--- src/rtl/filt_pkg.sv ---
// Shared types and constants for the FIR run sequencer: controller state
// encoding, default sample width and a small elaboration-time helper.
package filt_pkg;

   localparam int DEF_WIDTH = 18;

   typedef logic signed [DEF_WIDTH-1:0] sample_t;

   typedef enum logic [2:0] {
      ST_IDLE  = 3'd0,
      ST_PRIME = 3'd1,
      ST_RUN   = 3'd2,
      ST_DRAIN = 3'd3,
      ST_DONE  = 3'd4
   } state_t;

   function automatic int max_int(input int a, input int b);
      if (a > b) begin
         return a;
      end else begin
         return b;
      end
   endfunction

endpackage

--- src/rtl/filt_tag_pipe.sv ---
// Delay line that carries the "this filter input came from a real sample"
// tag alongside the filter datapath so it lines up with filt_y.
module filt_tag_pipe
#(
   parameter int DEPTH = 4
)
(
   input  logic clk,
   input  logic clr_n,
   input  logic tag_in,
   output logic tag_out
);

   logic [DEPTH-1:0] sr_q;
   logic [DEPTH-1:0] sr_d;

   // next shift-register contents: new tag enters at bit 0
   always_comb begin
      sr_d    = sr_q;
      sr_d[0] = tag_in;
      for (int i = 1; i < DEPTH; i++) begin
         sr_d[i] = sr_q[i-1];
      end
   end

   // clr_n folds reset and abort, so in-flight tags die on either
   always_ff @(posedge clk) begin
      if (!clr_n) begin
         sr_q <= '0;
      end else begin
         sr_q <= sr_d;
      end
   end

   assign tag_out = sr_q[DEPTH-1];

endmodule

--- src/rtl/filt_run_ctrl.sv ---
// Run sequencer for a non-stallable FIR: primes the delay line with zeros,
// streams a fixed number of samples, drains, and forwards only tagged results.
module filt_run_ctrl
   import filt_pkg::*;
#(
   parameter int WIDTH     = DEF_WIDTH,
   parameter int FILT_LAT  = 4,
   parameter int PRIME_LEN = 32,
   parameter int CNT_W     = 16
)
(
   input  logic                    clk,
   input  logic                    reset,
   input  logic                    start,
   input  logic                    abort,
   input  logic [CNT_W-1:0]        num_samples,
   input  logic signed [WIDTH-1:0] s_data,
   input  logic                    s_valid,
   output logic                    s_ready,
   output logic signed [WIDTH-1:0] filt_x,
   input  logic signed [WIDTH-1:0] filt_y,
   output logic signed [WIDTH-1:0] m_data,
   output logic                    m_valid,
   output logic                    busy,
   output logic                    done,
   output logic                    underrun
);

   localparam int PH_MAX = max_int(PRIME_LEN, FILT_LAT + 1);
   localparam int PH_W   = $clog2(PH_MAX + 1);

   state_t                  state_q,    state_d;
   logic [CNT_W-1:0]        num_q,      num_d;
   logic [CNT_W-1:0]        run_cnt_q,  run_cnt_d;
   logic [PH_W-1:0]         ph_cnt_q,   ph_cnt_d;
   logic signed [WIDTH-1:0] filt_x_q,   filt_x_d;
   logic signed [WIDTH-1:0] m_data_q,   m_data_d;
   logic                    tag_q,      tag_d;
   logic                    m_valid_q,  m_valid_d;
   logic                    s_ready_q,  s_ready_d;
   logic                    busy_q,     busy_d;
   logic                    done_q,     done_d;
   logic                    underrun_q, underrun_d;

   logic                    tag_aligned_s;
   logic                    pipe_clr_n_s;

   assign pipe_clr_n_s = reset & ~abort;

   filt_tag_pipe #(
      .DEPTH   (FILT_LAT)
   ) u_tag_pipe (
      .clk     (clk),
      .clr_n   (pipe_clr_n_s),
      .tag_in  (tag_q),
      .tag_out (tag_aligned_s)
   );

   // next-state and next-output computation for the sequencer
   always_comb begin
      state_d    = state_q;
      num_d      = num_q;
      run_cnt_d  = run_cnt_q;
      ph_cnt_d   = ph_cnt_q;
      filt_x_d   = '0;
      tag_d      = 1'b0;
      underrun_d = underrun_q;
      done_d     = 1'b0;

      if (abort) begin
         state_d = ST_IDLE;
      end else begin
         case (state_q)
            ST_IDLE: begin
               if (start && (num_samples != '0)) begin
                  state_d    = ST_PRIME;
                  num_d      = num_samples;
                  underrun_d = 1'b0;
                  ph_cnt_d   = PH_W'(PRIME_LEN - 1);
               end else begin
                  state_d = ST_IDLE;
               end
            end
            ST_PRIME: begin
               if (ph_cnt_q == '0) begin
                  state_d   = ST_RUN;
                  run_cnt_d = num_q - 1'b1;
               end else begin
                  ph_cnt_d = ph_cnt_q - 1'b1;
               end
            end
            ST_RUN: begin
               // the filter cannot stall: a missing sample becomes a tagged zero
               tag_d = 1'b1;
               if (s_valid) begin
                  filt_x_d = s_data;
               end else begin
                  underrun_d = 1'b1;
               end
               if (run_cnt_q == '0) begin
                  state_d  = ST_DRAIN;
                  ph_cnt_d = PH_W'(FILT_LAT);
               end else begin
                  run_cnt_d = run_cnt_q - 1'b1;
               end
            end
            ST_DRAIN: begin
               if (ph_cnt_q == '0) begin
                  state_d = ST_DONE;
               end else begin
                  ph_cnt_d = ph_cnt_q - 1'b1;
               end
            end
            ST_DONE: begin
               state_d = ST_IDLE;
               done_d  = 1'b1;
            end
            default: begin
               state_d = ST_IDLE;
            end
         endcase
      end

      s_ready_d = (state_d == ST_RUN);
      if (abort) begin
         busy_d    = 1'b0;
         m_valid_d = 1'b0;
      end else begin
         busy_d    = (state_q != ST_IDLE);
         m_valid_d = tag_aligned_s;
      end
      m_data_d = filt_y;
   end

   // state and registered outputs
   always_ff @(posedge clk) begin
      if (!reset) begin
         state_q    <= ST_IDLE;
         num_q      <= '0;
         run_cnt_q  <= '0;
         ph_cnt_q   <= '0;
         filt_x_q   <= '0;
         m_data_q   <= '0;
         tag_q      <= 1'b0;
         m_valid_q  <= 1'b0;
         s_ready_q  <= 1'b0;
         busy_q     <= 1'b0;
         done_q     <= 1'b0;
         underrun_q <= 1'b0;
      end else begin
         state_q    <= state_d;
         num_q      <= num_d;
         run_cnt_q  <= run_cnt_d;
         ph_cnt_q   <= ph_cnt_d;
         filt_x_q   <= filt_x_d;
         m_data_q   <= m_data_d;
         tag_q      <= tag_d;
         m_valid_q  <= m_valid_d;
         s_ready_q  <= s_ready_d;
         busy_q     <= busy_d;
         done_q     <= done_d;
         underrun_q <= underrun_d;
      end
   end

   assign s_ready  = s_ready_q;
   assign filt_x   = filt_x_q;
   assign m_data   = m_data_q;
   assign m_valid  = m_valid_q;
   assign busy     = busy_q;
   assign done     = done_q;
   assign underrun = underrun_q;

endmodule

--- config.mk ---
export PLATFORM = sky130hd
export DESIGN_NAME = filt_run_ctrl
export DESIGN_NICKNAME = d
export VERILOG_FILES = /design/src/rtl/filt_pkg.sv /design/src/rtl/filt_tag_pipe.sv /design/src/rtl/filt_run_ctrl.sv
export SDC_FILE = /design/constraint.sdc
export NUM_CORES = 1
export LEC_CHECK = 0
export CAP_MARGIN = 10
export CORE_ASPECT_RATIO = 0.7
export CORE_MARGIN = 5
export CORE_UTILIZATION = 46
export CTS_BUF_LIST = sky130_fd_sc_hd__clkbuf_8
export CTS_CLUSTER_SIZE = 40
export DETAILED_ROUTE_END_ITERATION = 7
export HOLD_SLACK_MARGIN = 0.06
export PLACE_DENSITY = 0.81
export SLEW_MARGIN = 40
export SYNTH_ARGS = -nofsm -noshare
export SYNTH_HDL_FRONTEND = slang
export SYNTH_SLANG_ARGS = --single-unit
--- constraint.sdc ---
create_clock -name clk -period 2.9 [get_ports clk]
set_clock_uncertainty 0.15 [all_clocks]
set_input_delay 0.58 -clock clk [delete_from_list [all_inputs] [get_ports clk]]
set_output_delay 0.58 -clock clk [all_outputs]
set_load 0.02 [all_outputs]
==> impl_metrics.env <==
export IMPL_path_max_fanout=20
export IMPL_drtIter0Drc=341
export IMPL_p_leak_uw=0.002050
export IMPL_slowest_stage="or4b_2"
export IMPL_drc=0
export IMPL_clock_fmax_mhz=392.8
export IMPL_nets=618
export IMPL_syn_nets=517
export IMPL_crit_chain="clkdlybuf4s50_1, or4b_2, a41oi_1, nand2_1, buf_4, a2bb2oi_1, o221a_2"
export IMPL_area_growth_syn_to_layout_pct=35.49
export IMPL_root_buffer="clkbuf_8"
export IMPL_final_cell_area_sq_um=5245
export IMPL_synthMuxAreaShare=0.007757
export IMPL_floorplan_die_width_um=119.6
export IMPL_initial_core_util=0.4643
export IMPL_yosys_area_share_xor_xnor=0.01131
export IMPL_cp_num_cells=7
export IMPL_fin_tns_setup_ns=0
export IMPL_vias=3901
export IMPL_slowest_delay_ns=0.61
export IMPL_required_ns=3.06
export IMPL_htree_num_levels=3
export IMPL_final_layout_size_suffix_gt1_frac=0.09591
export IMPL_synth_compound_area_frac=0.1965
export IMPL_synth_cell_types=61
export IMPL_synthTopCellsByArea="dfxtp_1 45%, nand2_1 5.4%, a21oi_1 5.2%, and3_1 4.4%, and2_1 3.6%"
export IMPL_synthCells=457
export IMPL_clock_sinks=87
export IMPL_drv_slew=0
export IMPL_core_area_sq_um=8338
export IMPL_cts_buffer_depth=2
export IMPL_crit_type="input pin to flip-flop"
export IMPL_ys_warn_count=0
export IMPL_gr_total_overflow=0
export IMPL_yosysSeqAreaShare=0.4499
export IMPL_grtUsageTotal=0.2167
export IMPL_synth_seq_cells=87
export IMPL_setup_violations=0
export IMPL_wl_per_cell_um=16.68
export IMPL_yosys_most_used_dff="dfxtp_1"
export IMPL_dpl_instance_area_sq_um=5060
export IMPL_reg2reg_from="state_q[2]"
export IMPL_synth_edff_count=0
export IMPL_first_global_vias=3677
export IMPL_synth_largest_area_cell="dfxtp_1"
export IMPL_num_rows=28
export IMPL_grt_antenna_before_repair=0
export IMPL_synth_top_family_by_area="simple AND/OR/NAND/NOR gates"
export IMPL_dp_hpwl_um=8309
export IMPL_p_total_uw=2581
export IMPL_cts_setup_buffers=0
export IMPL_startpoint="start"
export IMPL_rsz0062_at_grt="false"
export IMPL_r2r_end="run_cnt_q[8]"
export IMPL_powerDensity_nw_per_um2=492.2
export IMPL_worst_slew_pin_slew_ns=0.7901
export IMPL_max_cap_violations=0
export IMPL_relSlewSlack=0.4723
export IMPL_critPathLaunchType="input pin"
export IMPL_arrival_ns=2.71
export IMPL_hold_buffers=0
export IMPL_post_route_util=0.6291
export IMPL_cts_tree="done"
export IMPL_path_delay_family="compound AO/OA/AOI/OAI gates"
export IMPL_r2r_cells=8
export IMPL_vias_per_cell=5.840
export IMPL_synth_simple_gate_area_share=0.2799
export IMPL_synth_adder_area_share=0.009696
export IMPL_hold_class="flip-flop to flip-flop"
export IMPL_r2r_slack_ns=0.36
export IMPL_cp_num_buf_inv=2
export IMPL_avgSynthCellArea_sq_um=8.471
export IMPL_gp_congestion=0.9110
export IMPL_yosys_area_top_type_share=0.4499
export IMPL_ir_drop_uv=374.5
export IMPL_hold_viol_final=0
export IMPL_path_clk_slew_ns=0.10
export IMPL_fin_crit_sh=0.8779
export IMPL_grt_pass1_wl_um=18070
export IMPL_fp_dieH_um=86.75
export IMPL_drt_pre_antenna_iters=5
export IMPL_cp_endpoint="ph_cnt_q[2]"
export IMPL_end_kind="flip-flop"
export IMPL_layout_min_cycle_time_ns=2.546
export IMPL_ctsResizeCount=0
export IMPL_die_area_sq_um=10380
export IMPL_antenna_left=0
export IMPL_io_buffer_count=97
export IMPL_outcome="finished, final reports clean"
export IMPL_routed_wl_um=11140
export IMPL_insertion_delay_ns=0.38
export IMPL_ios=98
export IMPL_synthArstFlopShare=0
export IMPL_cts_buffers=9
export IMPL_grt_max_degree=41
export IMPL_syn_area_sq_um=3871
export IMPL_n_antenna_cell=0
[worst min path at each step]
stage / to / start / depth (start not counted)
6_report: u_tag_pipe.sr_q[3] / u_tag_pipe.sr_q[2] / 1
5_1_grt: u_tag_pipe.sr_q[3] / u_tag_pipe.sr_q[2] / 1
2_1_floorplan: m_valid / u_tag_pipe.sr_q[3] / 1
4_1_cts: u_tag_pipe.sr_q[3] / u_tag_pipe.sr_q[2] / 1
3_3_place_gp: u_tag_pipe.sr_q[3] / u_tag_pipe.sr_q[2] / 1
3_5_place_dp: u_tag_pipe.sr_q[1] / u_tag_pipe.sr_q[0] / 1
[sequential cells by signal, summed over array words and instances, names as in the netlist]
signal / cells
m_valid: 1
run_cnt_q: 16
s_ready: 1
ph_cnt_q: 6
m_data: 18
underrun: 1
num_q: 16
tag_q: 1
filt_x: 18
u_tag_pipe.sr_q: 4
state_q: 3
busy: 1
done: 1
[layer usage]
| layer | share of wire | global-route usage | vias up |
|---|---|---|---|
| li1 | - | - | 1865 |
| met1 | 0.47 | 0.2974 | 1839 |
| met2 | 0.43 | 0.3284 | 189 |
| met3 | 0.095 | 0.06784 | 8 |
| met4 | 0.010 | 0.06653 | 0 |
| met5 | 0 | 0 | - |
[final cells by class]
| class | count | area [sq um] |
|---|---|---|
| clock inverter | 7 | 61.31 |
| multi-input combinational | 327 | 1967 |
| fill | 708 | 3093 |
| tap | 105 | 131.4 |
| clock buffer | 9 | 123.9 |
| sequential | 87 | 1742 |
| inverter | 9 | 33.78 |
| timing repair buffer | 124 | 1186 |
[through the flow]
stage / hold WS [ns] / worst slack (ns) / instances
floorplan: 0.2936 / 0.03457 / 457
global placement: 0.2982 / 0.09907 / 652
detailed placement: 0.3023 / -0.005148 / 652
CTS: 0.3225 / 0.3704 / 668
global route: 0.3436 / 0.1789 / 668
finish: 0.3237 / 0.3540 / 668
[synthesized netlist by cell type (7+ instances only)]
| cell type | number |
|---|---|
| and2_1 | 22 |
| clkbuf_1 | 29 |
| or4_1 | 7 |
| and3_1 | 27 |
| nand3_1 | 11 |
| a21oi_1 | 40 |
| o211ai_1 | 9 |
| o21ai_0 | 18 |
| nor4_1 | 8 |
| nor2_1 | 24 |
| nor3_1 | 16 |
| inv_1 | 9 |
| nand2_1 | 56 |
| dfxtp_1 | 87 |
[cells by family after synthesis]
| logic type | after synthesis |
|---|---|
| xor+xnor | 5 |
| fa+ha+maj | 3 |
| mux | 3 |
| flops | 87 |
| compound gates | 115 |
| simple gates | 201 |
| buf+inv | 43 |
[layout by cell type (no fill, tap or decap), types with 5 or more instances in the layout]
master / n
and2_1: 22
nor3_1: 16
inv_1: 9
clkbuf_8: 9
nand3_1: 11
nor4_1: 8
buf_4: 26
or4_1: 7
a21oi_1: 40
or3_1: 5
a31oi_1: 5
and3_1: 27
nor2_1: 24
dfxtp_1: 87
nand2_1: 56
clkdlybuf4s50_1: 97
o211ai_1: 9
o21ai_0: 18
a211oi_1: 5
[power breakdown]
group          switching [uW]  internal [uW]  leakage, uW
Combinational             251            236      0.00125
Sequential               42.4           1240     0.000709
Clock                     487            329    0.0000892
Power figures use the tool's default switching activity.
